File: config.mk
export PLATFORM = sky130hd
export DESIGN_NAME = lcd_char_driver
export DESIGN_NICKNAME = d
export VERILOG_FILES = /design/src/rtl/lcd_pkg.sv /design/src/rtl/lcd_byte_tx.sv /design/src/rtl/lcd_char_driver.sv
export SDC_FILE = /design/constraint.sdc
export NUM_CORES = 1
export LEC_CHECK = 0
export BUFFER_PORTS_ARGS = -buffer_cell sky130_fd_sc_hd__buf_2
export CAP_MARGIN = 10
export CORE_UTILIZATION = 40
export CTS_BUF_LIST = sky130_fd_sc_hd__clkbuf_4
export DETAILED_ROUTE_END_ITERATION = 10
export GPL_ROUTABILITY_DRIVEN = 0
export PLACE_DENSITY_LB_ADDON = 0.1
export SLEW_MARGIN = 10
export SYNTH_ARGS = -nofsm -noshare
export SYNTH_HDL_FRONTEND = slang
export SYNTH_SLANG_ARGS = --single-unit
File: constraint.sdc
create_clock -name CLK -period 7 [get_ports CLK]
set_clock_uncertainty 0.15 [all_clocks]
set_input_delay 0.7 -clock CLK [delete_from_list [all_inputs] [get_ports CLK]]
set_output_delay 0.7 -clock CLK [all_outputs]
set_load 0.005 [all_outputs]
File: src/rtl/lcd_pkg.sv
// ---------------------------------------------------------------------------
// lcd_pkg
// Shared constants and state encodings for the HD44780 character LCD driver.
//   - HD44780 command bytes used by the init and refresh sequences
//   - frame buffer geometry and sequence index limits
//   - top-level and byte-transfer state encodings
//   - init_cmd(): maps an init sequence index to its command byte
// ---------------------------------------------------------------------------
package lcd_pkg;

    // HD44780 command bytes
    localparam logic [7:0] CMD_FUNC_SET = 8'h38;  // 8-bit bus, 2 lines, 5x8 font
    localparam logic [7:0] CMD_DISP_ON  = 8'h0C;  // display on, cursor off
    localparam logic [7:0] CMD_CLEAR    = 8'h01;  // clear display (slow command)
    localparam logic [7:0] CMD_ENTRY    = 8'h06;  // increment address, no shift
    localparam logic [7:0] CMD_LINE0    = 8'h80;  // DDRAM address 0x00
    localparam logic [7:0] CMD_LINE1    = 8'hC0;  // DDRAM address 0x40

    localparam logic [7:0] CHAR_SPACE   = 8'h20;

    // Frame buffer: 2 rows x 16 columns, addressed as {row, col}
    localparam int unsigned FRAME_SIZE  = 32;

    // Last index of each byte sequence
    localparam logic [5:0] INIT_LAST    = 6'd3;   // 4 init commands
    localparam logic [5:0] REFRESH_LAST = 6'd33;  // 2 address cmds + 32 chars

    typedef enum logic [1:0] {
        S_PWR,
        S_INIT,
        S_IDLE,
        S_REFRESH
    } top_state_t;

    typedef enum logic [1:0] {
        B_IDLE,
        B_SETUP,
        B_EN,
        B_WAIT
    } byte_state_t;

    function automatic logic [7:0] init_cmd(input logic [1:0] idx);
        logic [7:0] cmd;
        case (idx)
            2'd0:    cmd = CMD_FUNC_SET;
            2'd1:    cmd = CMD_DISP_ON;
            2'd2:    cmd = CMD_CLEAR;
            default: cmd = CMD_ENTRY;
        endcase
        return cmd;
    endfunction

endpackage

File: src/rtl/lcd_byte_tx.sv
// ---------------------------------------------------------------------------
// lcd_byte_tx
// Sends one byte to an HD44780 panel over the 8-bit parallel bus:
// setup (EN low), enable pulse (EN high), then an execution wait (EN low).
// The clear-display command gets the long wait, everything else the short one.
//
// Ports:
//   clk, rst_n   clock and asynchronous active-low reset
//   start        load rs/data and begin a new byte (accepted in idle or on
//                the done cycle so bytes can run back to back)
//   rs, data     register select and byte to send
//   done         one-cycle pulse during the last wait cycle of the byte
//   lcd_data     panel data bus, held from start until the next start
//   lcd_rs       panel register select, held like lcd_data
//   lcd_en       panel enable strobe
// ---------------------------------------------------------------------------
module lcd_byte_tx
    import lcd_pkg::*;
#(
    parameter int unsigned SETUP_CYC = 2,
    parameter int unsigned EN_CYC    = 12,
    parameter int unsigned EXEC_CYC  = 2000,
    parameter int unsigned CLEAR_CYC = 82000
) (
    input  logic       clk,
    input  logic       rst_n,
    input  logic       start,
    input  logic       rs,
    input  logic [7:0] data,
    output logic       done,
    output logic [7:0] lcd_data,
    output logic       lcd_rs,
    output logic       lcd_en
);

    byte_state_t state_q, state_d;
    logic [31:0] cnt_q, cnt_d;
    logic [7:0]  data_q, data_d;
    logic        rs_q, rs_d;
    logic        en_q, en_d;
    logic        clear_q, clear_d;
    logic [31:0] wait_last;

    // The clear command is flagged when it is loaded so the wait length is
    // known without re-decoding the held byte every cycle.
    assign wait_last = clear_q ? (CLEAR_CYC - 1) : (EXEC_CYC - 1);

    always_comb begin
        state_d = state_q;
        cnt_d   = cnt_q;
        data_d  = data_q;
        rs_d    = rs_q;
        en_d    = en_q;
        clear_d = clear_q;
        done    = 1'b0;

        case (state_q)
            B_SETUP: begin
                if (cnt_q == SETUP_CYC - 1) begin
                    state_d = B_EN;
                    cnt_d   = '0;
                    en_d    = 1'b1;
                end else begin
                    cnt_d = cnt_q + 32'd1;
                end
            end
            B_EN: begin
                if (cnt_q == EN_CYC - 1) begin
                    state_d = B_WAIT;
                    cnt_d   = '0;
                    en_d    = 1'b0;
                end else begin
                    cnt_d = cnt_q + 32'd1;
                end
            end
            B_WAIT: begin
                if (cnt_q == wait_last) begin
                    done    = 1'b1;
                    state_d = B_IDLE;
                    cnt_d   = '0;
                end else begin
                    cnt_d = cnt_q + 32'd1;
                end
            end
            default: begin
            end
        endcase

        // A start overrides the return to idle, giving gap-free byte streams.
        if (start) begin
            state_d = B_SETUP;
            cnt_d   = '0;
            data_d  = data;
            rs_d    = rs;
            en_d    = 1'b0;
            clear_d = (!rs) && (data == CMD_CLEAR);
        end
    end

    always_ff @(posedge clk or negedge rst_n) begin
        if (!rst_n) begin
            state_q <= B_IDLE;
            cnt_q   <= '0;
            data_q  <= '0;
            rs_q    <= 1'b0;
            en_q    <= 1'b0;
            clear_q <= 1'b0;
        end else begin
            state_q <= state_d;
            cnt_q   <= cnt_d;
            data_q  <= data_d;
            rs_q    <= rs_d;
            en_q    <= en_d;
            clear_q <= clear_d;
        end
    end

    assign lcd_data = data_q;
    assign lcd_rs   = rs_q;
    assign lcd_en   = en_q;

endmodule

File: src/rtl/lcd_char_driver.sv
// ---------------------------------------------------------------------------
// lcd_char_driver
// Owns a 2x16 character frame buffer and the HD44780 panel pins. After reset
// it waits for panel power-up, sends the init commands, then copies the whole
// buffer to the panel each time a refresh is requested.
//
// Ports:
//   CLK, RST     clock and asynchronous active-low reset
//   lcd_row      buffer write row (0 = top)
//   lcd_col      buffer write column
//   lcd_char     character code to write
//   lcd_we       buffer write strobe, one character per cycle, any state
//   update       refresh request; requests while busy are remembered once
//   lcd_busy     high during power-up, init and refresh
//   LCD_DATA     panel data bus
//   LCD_RS       panel register select (0 = command, 1 = data)
//   LCD_RW       panel read/write, always write
//   LCD_EN       panel enable strobe
// ---------------------------------------------------------------------------
module lcd_char_driver
    import lcd_pkg::*;
#(
    parameter int unsigned POWERON_CYC = 750000,
    parameter int unsigned SETUP_CYC   = 2,
    parameter int unsigned EN_CYC      = 12,
    parameter int unsigned EXEC_CYC    = 2000,
    parameter int unsigned CLEAR_CYC   = 82000
) (
    input  logic       CLK,
    input  logic       RST,
    input  logic       lcd_row,
    input  logic [3:0] lcd_col,
    input  logic [7:0] lcd_char,
    input  logic       lcd_we,
    input  logic       update,
    output logic       lcd_busy,
    output logic [7:0] LCD_DATA,
    output logic       LCD_RS,
    output logic       LCD_RW,
    output logic       LCD_EN
);

    top_state_t  state_q, state_d;
    logic [31:0] pwr_cnt_q, pwr_cnt_d;
    logic [5:0]  idx_q, idx_d;
    logic        pending_q, pending_d;
    logic        busy_q, busy_d;
    logic        init_started_q, init_started_d;
    logic [7:0]  frame_q [FRAME_SIZE];
    logic [7:0]  frame_d [FRAME_SIZE];

    logic        tx_start;
    logic        tx_rs;
    logic [7:0]  tx_data;
    logic        tx_done;

    logic        seq_end;
    logic        launch_refresh;
    logic        seq_refresh;
    logic [5:0]  seq_idx;
    logic [4:0]  rd_addr;

    always_comb begin
        state_d        = state_q;
        pwr_cnt_d      = pwr_cnt_q;
        idx_d          = idx_q;
        pending_d      = pending_q;
        busy_d         = busy_q;
        init_started_d = init_started_q;
        frame_d        = frame_q;
        tx_start       = 1'b0;
        tx_rs          = 1'b0;
        tx_data        = '0;
        seq_end        = 1'b0;
        launch_refresh = 1'b0;
        seq_refresh    = 1'b0;
        seq_idx        = '0;
        rd_addr        = '0;

        if (lcd_we) begin
            frame_d[{lcd_row, lcd_col}] = lcd_char;
        end

        // Requests arriving while a sequence runs collapse into one flag.
        if ((state_q != S_IDLE) && update) begin
            pending_d = 1'b1;
        end

        case (state_q)
            S_PWR: begin
                if (pwr_cnt_q == POWERON_CYC - 1) begin
                    state_d        = S_INIT;
                    pwr_cnt_d      = '0;
                    idx_d          = '0;
                    init_started_d = 1'b0;
                end else begin
                    pwr_cnt_d = pwr_cnt_q + 32'd1;
                end
            end
            S_INIT: begin
                if (!init_started_q) begin
                    init_started_d = 1'b1;
                    tx_start       = 1'b1;
                    seq_idx        = idx_q;
                end else if (tx_done) begin
                    if (idx_q == INIT_LAST) begin
                        seq_end = 1'b1;
                    end else begin
                        idx_d    = idx_q + 6'd1;
                        tx_start = 1'b1;
                        seq_idx  = idx_q + 6'd1;
                    end
                end
            end
            S_IDLE: begin
                if (update || pending_q) begin
                    launch_refresh = 1'b1;
                end
            end
            S_REFRESH: begin
                if (tx_done) begin
                    if (idx_q == REFRESH_LAST) begin
                        seq_end = 1'b1;
                    end else begin
                        idx_d       = idx_q + 6'd1;
                        tx_start    = 1'b1;
                        seq_refresh = 1'b1;
                        seq_idx     = idx_q + 6'd1;
                    end
                end
            end
            default: begin
                state_d = S_PWR;
            end
        endcase

        // At the end of a sequence a remembered request chains straight into
        // a refresh so busy never dips between the two.
        if (seq_end) begin
            if (pending_q || update) begin
                launch_refresh = 1'b1;
            end else begin
                state_d = S_IDLE;
                busy_d  = 1'b0;
            end
        end

        if (launch_refresh) begin
            state_d     = S_REFRESH;
            idx_d       = '0;
            pending_d   = 1'b0;
            busy_d      = 1'b1;
            tx_start    = 1'b1;
            seq_refresh = 1'b1;
            seq_idx     = '0;
        end

        // Refresh order: line-0 address, 16 chars, line-1 address, 16 chars.
        // The 5-bit subtraction wraps so indices 18..33 land on 16..31.
        if (tx_start) begin
            if (!seq_refresh) begin
                tx_rs   = 1'b0;
                tx_data = init_cmd(seq_idx[1:0]);
            end else if (seq_idx == 6'd0) begin
                tx_rs   = 1'b0;
                tx_data = CMD_LINE0;
            end else if (seq_idx <= 6'd16) begin
                rd_addr = seq_idx[4:0] - 5'd1;
                tx_rs   = 1'b1;
                tx_data = frame_q[rd_addr];
            end else if (seq_idx == 6'd17) begin
                tx_rs   = 1'b0;
                tx_data = CMD_LINE1;
            end else begin
                rd_addr = seq_idx[4:0] - 5'd2;
                tx_rs   = 1'b1;
                tx_data = frame_q[rd_addr];
            end
        end
    end

    always_ff @(posedge CLK or negedge RST) begin
        if (!RST) begin
            state_q        <= S_PWR;
            pwr_cnt_q      <= '0;
            idx_q          <= '0;
            pending_q      <= 1'b0;
            busy_q         <= 1'b1;
            init_started_q <= 1'b0;
            for (int i = 0; i < FRAME_SIZE; i++) begin
                frame_q[i] <= CHAR_SPACE;
            end
        end else begin
            state_q        <= state_d;
            pwr_cnt_q      <= pwr_cnt_d;
            idx_q          <= idx_d;
            pending_q      <= pending_d;
            busy_q         <= busy_d;
            init_started_q <= init_started_d;
            frame_q        <= frame_d;
        end
    end

    lcd_byte_tx #(
        .SETUP_CYC (SETUP_CYC),
        .EN_CYC    (EN_CYC),
        .EXEC_CYC  (EXEC_CYC),
        .CLEAR_CYC (CLEAR_CYC)
    ) u_byte_tx (
        .clk      (CLK),
        .rst_n    (RST),
        .start    (tx_start),
        .rs       (tx_rs),
        .data     (tx_data),
        .done     (tx_done),
        .lcd_data (LCD_DATA),
        .lcd_rs   (LCD_RS),
        .lcd_en   (LCD_EN)
    );

    assign lcd_busy = busy_q;
    assign LCD_RW   = 1'b0;

endmodule

==> results of run 1 <==
[power breakdown]
| part | switching, uW | internal, uW | leakage, uW |
|---|---|---|---|
| combinational | 262 | 414 | 0.00382 |
| clock | 907 | 1050 | 0.000762 |
| sequential | 231 | 2310 | 0.00435 |
[synth_stat cells (20+ instances only)]
cell type,n,area [um2]
nor3_1,25,125
a21oi_1,64,320
mux2_2,257,2890
dfstp_2,33,867
nand2_1,218,818
xor2_1,24,210
buf_2,20,100
dfrtp_1,311,7780
clkbuf_1,77,289
o21ai_0,83,415
mux4_2,66,1490
nand3_1,58,290
and3_1,35,219
a31oi_1,21,131
nor2_1,100,375
[worst paths after layout]
| check | slack (ns) | end | from |
|---|---|---|---|
| min reg2reg | 0.32 | lcd_busy$_DFFE_PN1P_ | lcd_busy$_DFFE_PN1P_ |
| min in group CLK | 0.32 | lcd_busy$_DFFE_PN1P_ | lcd_busy$_DFFE_PN1P_ |
| max | 1.34 | u_byte_tx.lcd_data[7]$_DFFE_PN0N_ | u_byte_tx.cnt_q[24]$_DFFE_PN0N_ |
| max in group asynchronous | 4.96 | u_byte_tx.cnt_q[31]$_DFFE_PN0N_ | RST |
| max reg2reg | 1.34 | u_byte_tx.lcd_data[7]$_DFFE_PN0N_ | u_byte_tx.cnt_q[24]$_DFFE_PN0N_ |
| min | 0.30 | pwr_cnt_q[17]$_DFFE_PN0P_ | RST |
[cell type report]
cell class	count	area (um2)
fillers	4577	26400
multi-input cells	1270	10100
flip-flops and latches	344	8650
clock buffers	151	1130
well taps	615	769
repair buffers	55	398
clock inverters	19	140
inverters	16	62.6
diodes	5	12.5
[layout by cell type, fill, tap and decap left out, types with 8 or more instances in the layout]
| cell | count |
|---|---|
| a31oi_1 | 21 |
| a211oi_1 | 15 |
| clkinv_1 | 9 |
| clkbuf_4 | 151 |
| mux2i_1 | 17 |
| o221ai_1 | 16 |
| nor3_1 | 24 |
| nand4_1 | 14 |
| xnor2_1 | 17 |
| nand2_1 | 218 |
| inv_1 | 14 |
| nand3_1 | 58 |
| o31ai_1 | 9 |
| nor2_1 | 100 |
| buf_4 | 23 |
| or3_1 | 8 |
| dfstp_2 | 33 |
| mux4_2 | 66 |
| o21ai_0 | 83 |
| a311oi_1 | 16 |
| xor2_1 | 24 |
| and3_1 | 35 |
| and4_1 | 8 |
| o22ai_1 | 19 |
| a21oi_1 | 63 |
| nor3b_1 | 8 |
| buf_2 | 26 |
| dfrtp_1 | 311 |
| mux2_2 | 257 |
| nor4_1 | 11 |
[per-stage QoR]
| stage | utilization | cells | total power (uW) | instance area, um2 | hold WS, ns |
|---|---|---|---|---|---|
| after global routing | 0.446 | 2475 | 5440 | 21300 | 0.281 |
| after floorplan | - | 1745 | 3010 | 19300 | 0.254 |
| after detailed placement | 0.419 | 2298 | 3250 | 20000 | 0.315 |
| after global placement | 0.419 | 2298 | 3230 | 20000 | 0.304 |
| after CTS | 0.446 | 2470 | 5240 | 21200 | 0.270 |
| final | 0.446 | 2475 | 5170 | 21300 | 0.297 |
[logic make-up after synthesis]
family	count (synthesis)
compound gates	330
flops	344
buf+inv	131
simple gates	541
xor+xnor	44
other cells	1
fa+ha+maj	8
mux	346
[critical path, cell delays in order (launching register included)]
cell and delay [ns]:
dfrtp_1 0.42, nor4_1 0.43, nand4_1 0.40, or4_4 0.73, o31ai_4 0.33, inv_2 0.40
ha_1 0.39, o21ai_0 0.12, a2bb2oi_1 0.18, o21a_1 0.15, and4_1 0.95, nand2_1 0.10
and3_1 0.20, a211oi_1 0.21, o32ai_1 0.17, a211oi_1 0.21
[registers in the layout (all words and copies together), names as in the netlist]
name,cells
frame_q,256
idx_q,6
init_started_q,1
lcd_busy,1
pending_q,1
pwr_cnt_q,32
state_q,2
u_byte_tx.clear_q,1
u_byte_tx.cnt_q,32
u_byte_tx.lcd_data,8
u_byte_tx.lcd_en,1
u_byte_tx.lcd_rs,1
u_byte_tx.state_q,2
[per-layer routing]
| metal | global-route usage | vias up | routed length [um] |
|---|---|---|---|
| met5 | 0 | - | 11 |
| met4 | 0.0970 | 2 | 1930 |
| met3 | 0.0587 | 135 | 3260 |
| met2 | 0.372 | 429 | 26900 |
| met1 | 0.327 | 7652 | 26500 |
| li1 | - | 6684 | - |
==> results by group, run 1 <==
Synthesis
  • Synth Area in XOR/XNOR: 0.0213
  • Yosys warning total: 0
  • Post-synthesis mux area share: 0.244
  • Simple-gate share of the synthesized area: 0.134
  • Largest family of logic cells by synthesized area: multiplexers
  • Ys async rst share: 1.00
  • Total of flip-flops plus latches after synthesis: 344
  • Post-synthesis net count: 1,770
  • Netlist cell types: 99
  • Syn_area_per_cell: 11.1 um2
  • Synthesized cell area: 19,300 um2
  • Post-synth EDFFs: 0
  • Sequential share of the synthesized area: 0.448
  • Syn Inst Count: 1,745
  • Compound-Gate Fraction of Synth Area: 0.115
  • Post-synth top flop: dfrtp_1
  • Adder-cell share of the synthesized area: 0.00519

Clock network
  • CTS tree: built
  • Worst-path clk slew: 0.07 ns
  • Clock Path Buffers: 3
  • Post-CTS Hold Buffers: 2
  • Clock Latency Late Sink: 0.86 ns
  • CTS H-tree depth: 3
  • Post-CTS setup repair buffer count: 0
  • Total CTS buffers: 98
  • Post_cts resized: 0
  • Root buffer cell: clkbuf_4
  • Clock Sinks: 344

Timing
  • Fin. max-slew vios: 0
  • RSZ-0062 raised after global routing: false
  • Relative max-transition margin: 0.190
  • Slew @ Worst Pin: 1.21 ns
  • Final period util: 0.809
  • Post-route minimum period: 5.66 ns
  • Worst setup margin: 1.34 ns
  • Final Hold Fails: 0
  • Fmax: 177 MHz
  • # setup viols final: 0
  • Post-route setup TNS: 0 ns

Detailed routing
  • DRC: 0
  • Routed WL per cell: 23.7 um
  • Final WL: 58.6 mm
  • Iteration-0 DRC Markers: 1,247
  • DR vias/cell: 6.02
  • First-pass iteration count of the detailed router: 7
  • Antenna-violating nets left: 0
  • Routed vias: 14,902

Setup path
  • Crit-path max FO: 33
  • Reg2Reg Depth: 15
  • Worst Setup Start Kind: register
  • WP data arrival: 6.27 ns
  • Kind of critical path: register to register
  • CP Capture Type: register
  • Req. time, crit path: 7.61 ns

Floorplan
  • Die height: 222 um
  • Die Width: 222 um
  • CORE AREA: 47,600 um2
  • Die Area: 49,100 um2
  • IO Count: 29
  • Initial Utilization: 0.405
  • # rows: 80

Placement
  • Port Buffers: 27
  • Placement Setup Slack: 1.39 ns
  • Dpl hpwl: 37.7 mm

Global route
  • Vias in the first global route: 15,012
  • Largest net degree at the start of global routing: 130
  • Initial antenna violation count: 3
  • GRT overflow: 0
  • First-pass GRT wire length: 91.0 mm
  • GRT Total Usage: 0.241

Layout
  • Layout cells sized above 1: 0.334
  • # nets final: 1,810
  • Area growth from synthesis to layout: 10.2%

Power and ir drop
  • Pwr Density: 243 nW/um2
  • Pleak: 0.00894 uW
  • Peak VDD IR: 0.000140 V

Status
  • Status: finished, final reports clean

Hold path
  • Type of the tightest min-delay check: input pin to async pin

Flow run
  • Max-cap check violation count: 0
Power figures use the tool's default switching activity.
==> inputs of run 2 (changes only) <==
clock period = 4.95 ns   (was 7 ns; I/O delays follow)
==> run 2 against run 1 <==
Register-to-register slack got worse by 1.1 ns. Sequential share of layout area fell by 0.72 points. Critical path depth fell by 2. Worst hold slack got worse by 0.19 ns. Critical path type unchanged.
==> results by group, run 2 (synthesis gave the netlist of run 1 again) <==
Timing
  • Worst setup margin: 0.231 ns
  • RSZ-0062 raised after global routing: false
  • Post-route minimum period: 4.72 ns
  • Hold slack: 0.106 ns
  • Fin. max-slew vios: 0
  • Final period util: 0.953
  • Relative max-transition margin: 0.164
  • # setup viols final: 0
  • Fmax: 212 MHz
  • Final Hold Fails: 0
  • Slew @ Worst Pin: 1.25 ns

Clock network
  • Worst-path clk slew: 0.06 ns
  • Post-CTS setup repair buffer count: 0
  • Total CTS buffers: 102
  • Clock Sinks: 344
  • CTS H-tree depth: 3
  • Root buffer cell: clkbuf_4
  • Clock Path Buffers: 3
  • Post_cts resized: 0
  • CTS tree: built
  • Clock Latency Late Sink: 0.88 ns

Floorplan
  • IO Count: 29
  • Die Width: 222 um
  • Initial Utilization: 0.405
  • # rows: 80
  • CORE AREA: 47,600 um2
  • Die height: 222 um
  • Die Area: 49,100 um2

Setup path
  • Worst Setup Start Kind: register
  • WP data arrival: 5.33 ns
  • Crit-path max FO: 12
  • CP Capture Type: register
  • Worst path cell trace: or3b_1, a211o_1, or4_4, o31ai_4, inv_2, buf_4, o311ai_0, nor2_1, nor2_1, nor4b_1, a21oi_1, nor4bb_1, o21ai_1
  • Crit path max-delay cell type: nor2_1
  • Buf/Inv on CP: 2
  • Req. time, crit path: 5.56 ns
  • Top delay family on crit path: simple AND/OR/NAND/NOR gates
  • Kind of critical path: register to register
  • Top cell by count, worst path: nor2_1
  • Delay of the slowest critical-path stage: 0.97 ns

Status
  • Status: finished, final reports clean

Hold path
  • Type of the tightest min-delay check: input pin to async pin

Power and ir drop
  • NetSw: 2000 uW
  • Pwr Density: 343 nW/um2
  • Pleak: 0.00918 uW
  • Peak VDD IR: 0.000191 V
  • Combinational power share: 0.130
  • Switching fraction of total power: 0.270
  • Internal Pwr Total: 5420 uW
  • Flop pwr share: 0.485
  • Clock power share: 0.385

Global route
  • Initial antenna violation count: 2
  • Largest net degree at the start of global routing: 111
  • Vias in the first global route: 15,128
  • First-pass GRT wire length: 92.5 mm
  • GRT overflow: 0
  • GRT Total Usage: 0.246

Flow run
  • Max-cap check violation count: 0

Detailed routing
  • Iteration-0 DRC Markers: 1,213
  • Final WL: 59.7 mm
  • First-pass iteration count of the detailed router: 5
  • Routed vias: 15,014
  • Antenna-violating nets left: 0
  • Routed WL per cell: 23.6 um
  • DRC: 0
  • DR vias/cell: 5.94

Layout
  • Largest register FFs: 256
  • Commonest non-fill, non-tap cell in the layout: dfrtp_1
  • Most frequent cells in the layout: 311 x dfrtp_1, 257 x mux2_2, 217 x nand2_1, 168 x clkbuf_4, 100 x nor2_1
  • Regs by FF count: frame_q x256, pwr_cnt_q x32, u_byte_tx.cnt_q x32
  • Most flop-heavy register: frame_q
  • Area growth from synthesis to layout: 12.2%
  • Layout cells sized above 1: 0.347
  • # nets final: 1,846

Placement
  • Dpl hpwl: 39.7 mm
  • Placement Setup Slack: 0.351 ns
  • Port Buffers: 27
run 2: cell types whose count changed in the layout (fill, tap and decap cells not counted), moves of 2 or more:
cell	previous run	this run
buf_4	23	51
clkinv_2	3	0
clkinvlp_4	2	0
buf_12	3	7
clkbuf_4	151	168
clkinv_1	9	18
run 2: cell type report:
class / count / area [um2]
sequential: 344 / 8650
tap: 615 / 769
clock inverter: 21 / 105
clock buffer: 168 / 1260
fill: 4547 / 26000
inverter: 16 / 62.6
antenna: 5 / 12.5
timing repair buffer: 87 / 688
multi-input combinational: 1270 / 10100
run 2: power groups by stage:
stage,registers [uW],clock network (uW),logic [uW]
global route,3650,3100,1050
finish,3600,2850,966
detailed placement,3640,0,975
CTS,3590,2950,980
floorplan,3510,0,748
global placement,3620,0,953
run 2: per-layer routing:
metal / part of all wire / GRT usage
met3: 0.049 / 0.0449
met2: 0.47 / 0.384
met4: 0.025 / 0.0811
met1: 0.46 / 0.344
met5: 0.00013 / 0
run 2: repair_timing:
| item | 4_1_cts | 5_1_grt |
|---|---|---|
| hold buffers | 2 | 0 |
| endpoints found under the hold margin | 108 | 0 |
| setup endpoints to repair | 0 | 0 |
run 2: path summary, 6_finish.rpt:
path / from / end / slack [ns] / depth (start not counted)
worst min-delay path: RST / pwr_cnt_q[21]$_DFFE_PN0P_ / 0.11 / 2
min in group CLK: lcd_char[5] / frame_q[109]$_DFFE_PN1P_ / 0.12 / 2
max in group asynchronous: RST / frame_q[92]$_DFFE_PN0P_ / 3.32 / 3
worst max register to register: u_byte_tx.clear_q$_DFFE_PN0N_ / u_byte_tx.lcd_data[6]$_DFFE_PN0N_ / 0.23 / 13
worst max-delay path: u_byte_tx.clear_q$_DFFE_PN0N_ / u_byte_tx.lcd_data[6]$_DFFE_PN0N_ / 0.23 / 13
worst min register to register: lcd_busy$_DFFE_PN1P_ / lcd_busy$_DFFE_PN1P_ / 0.31 / 2
run 2: metrics by stage:
step / util / total power (uW) / area, um2 / instances / TNS (ns)
after floorplan: - / 4260 / 19300 / 1745 / -0.00273
after global placement: 0.425 / 4580 / 20200 / 2330 / 0
after detailed placement: 0.425 / 4610 / 20200 / 2330 / 0
after CTS: 0.454 / 7520 / 21600 / 2521 / 0
after global routing: 0.454 / 7810 / 21600 / 2522 / 0
final: 0.454 / 7420 / 21600 / 2526 / 0
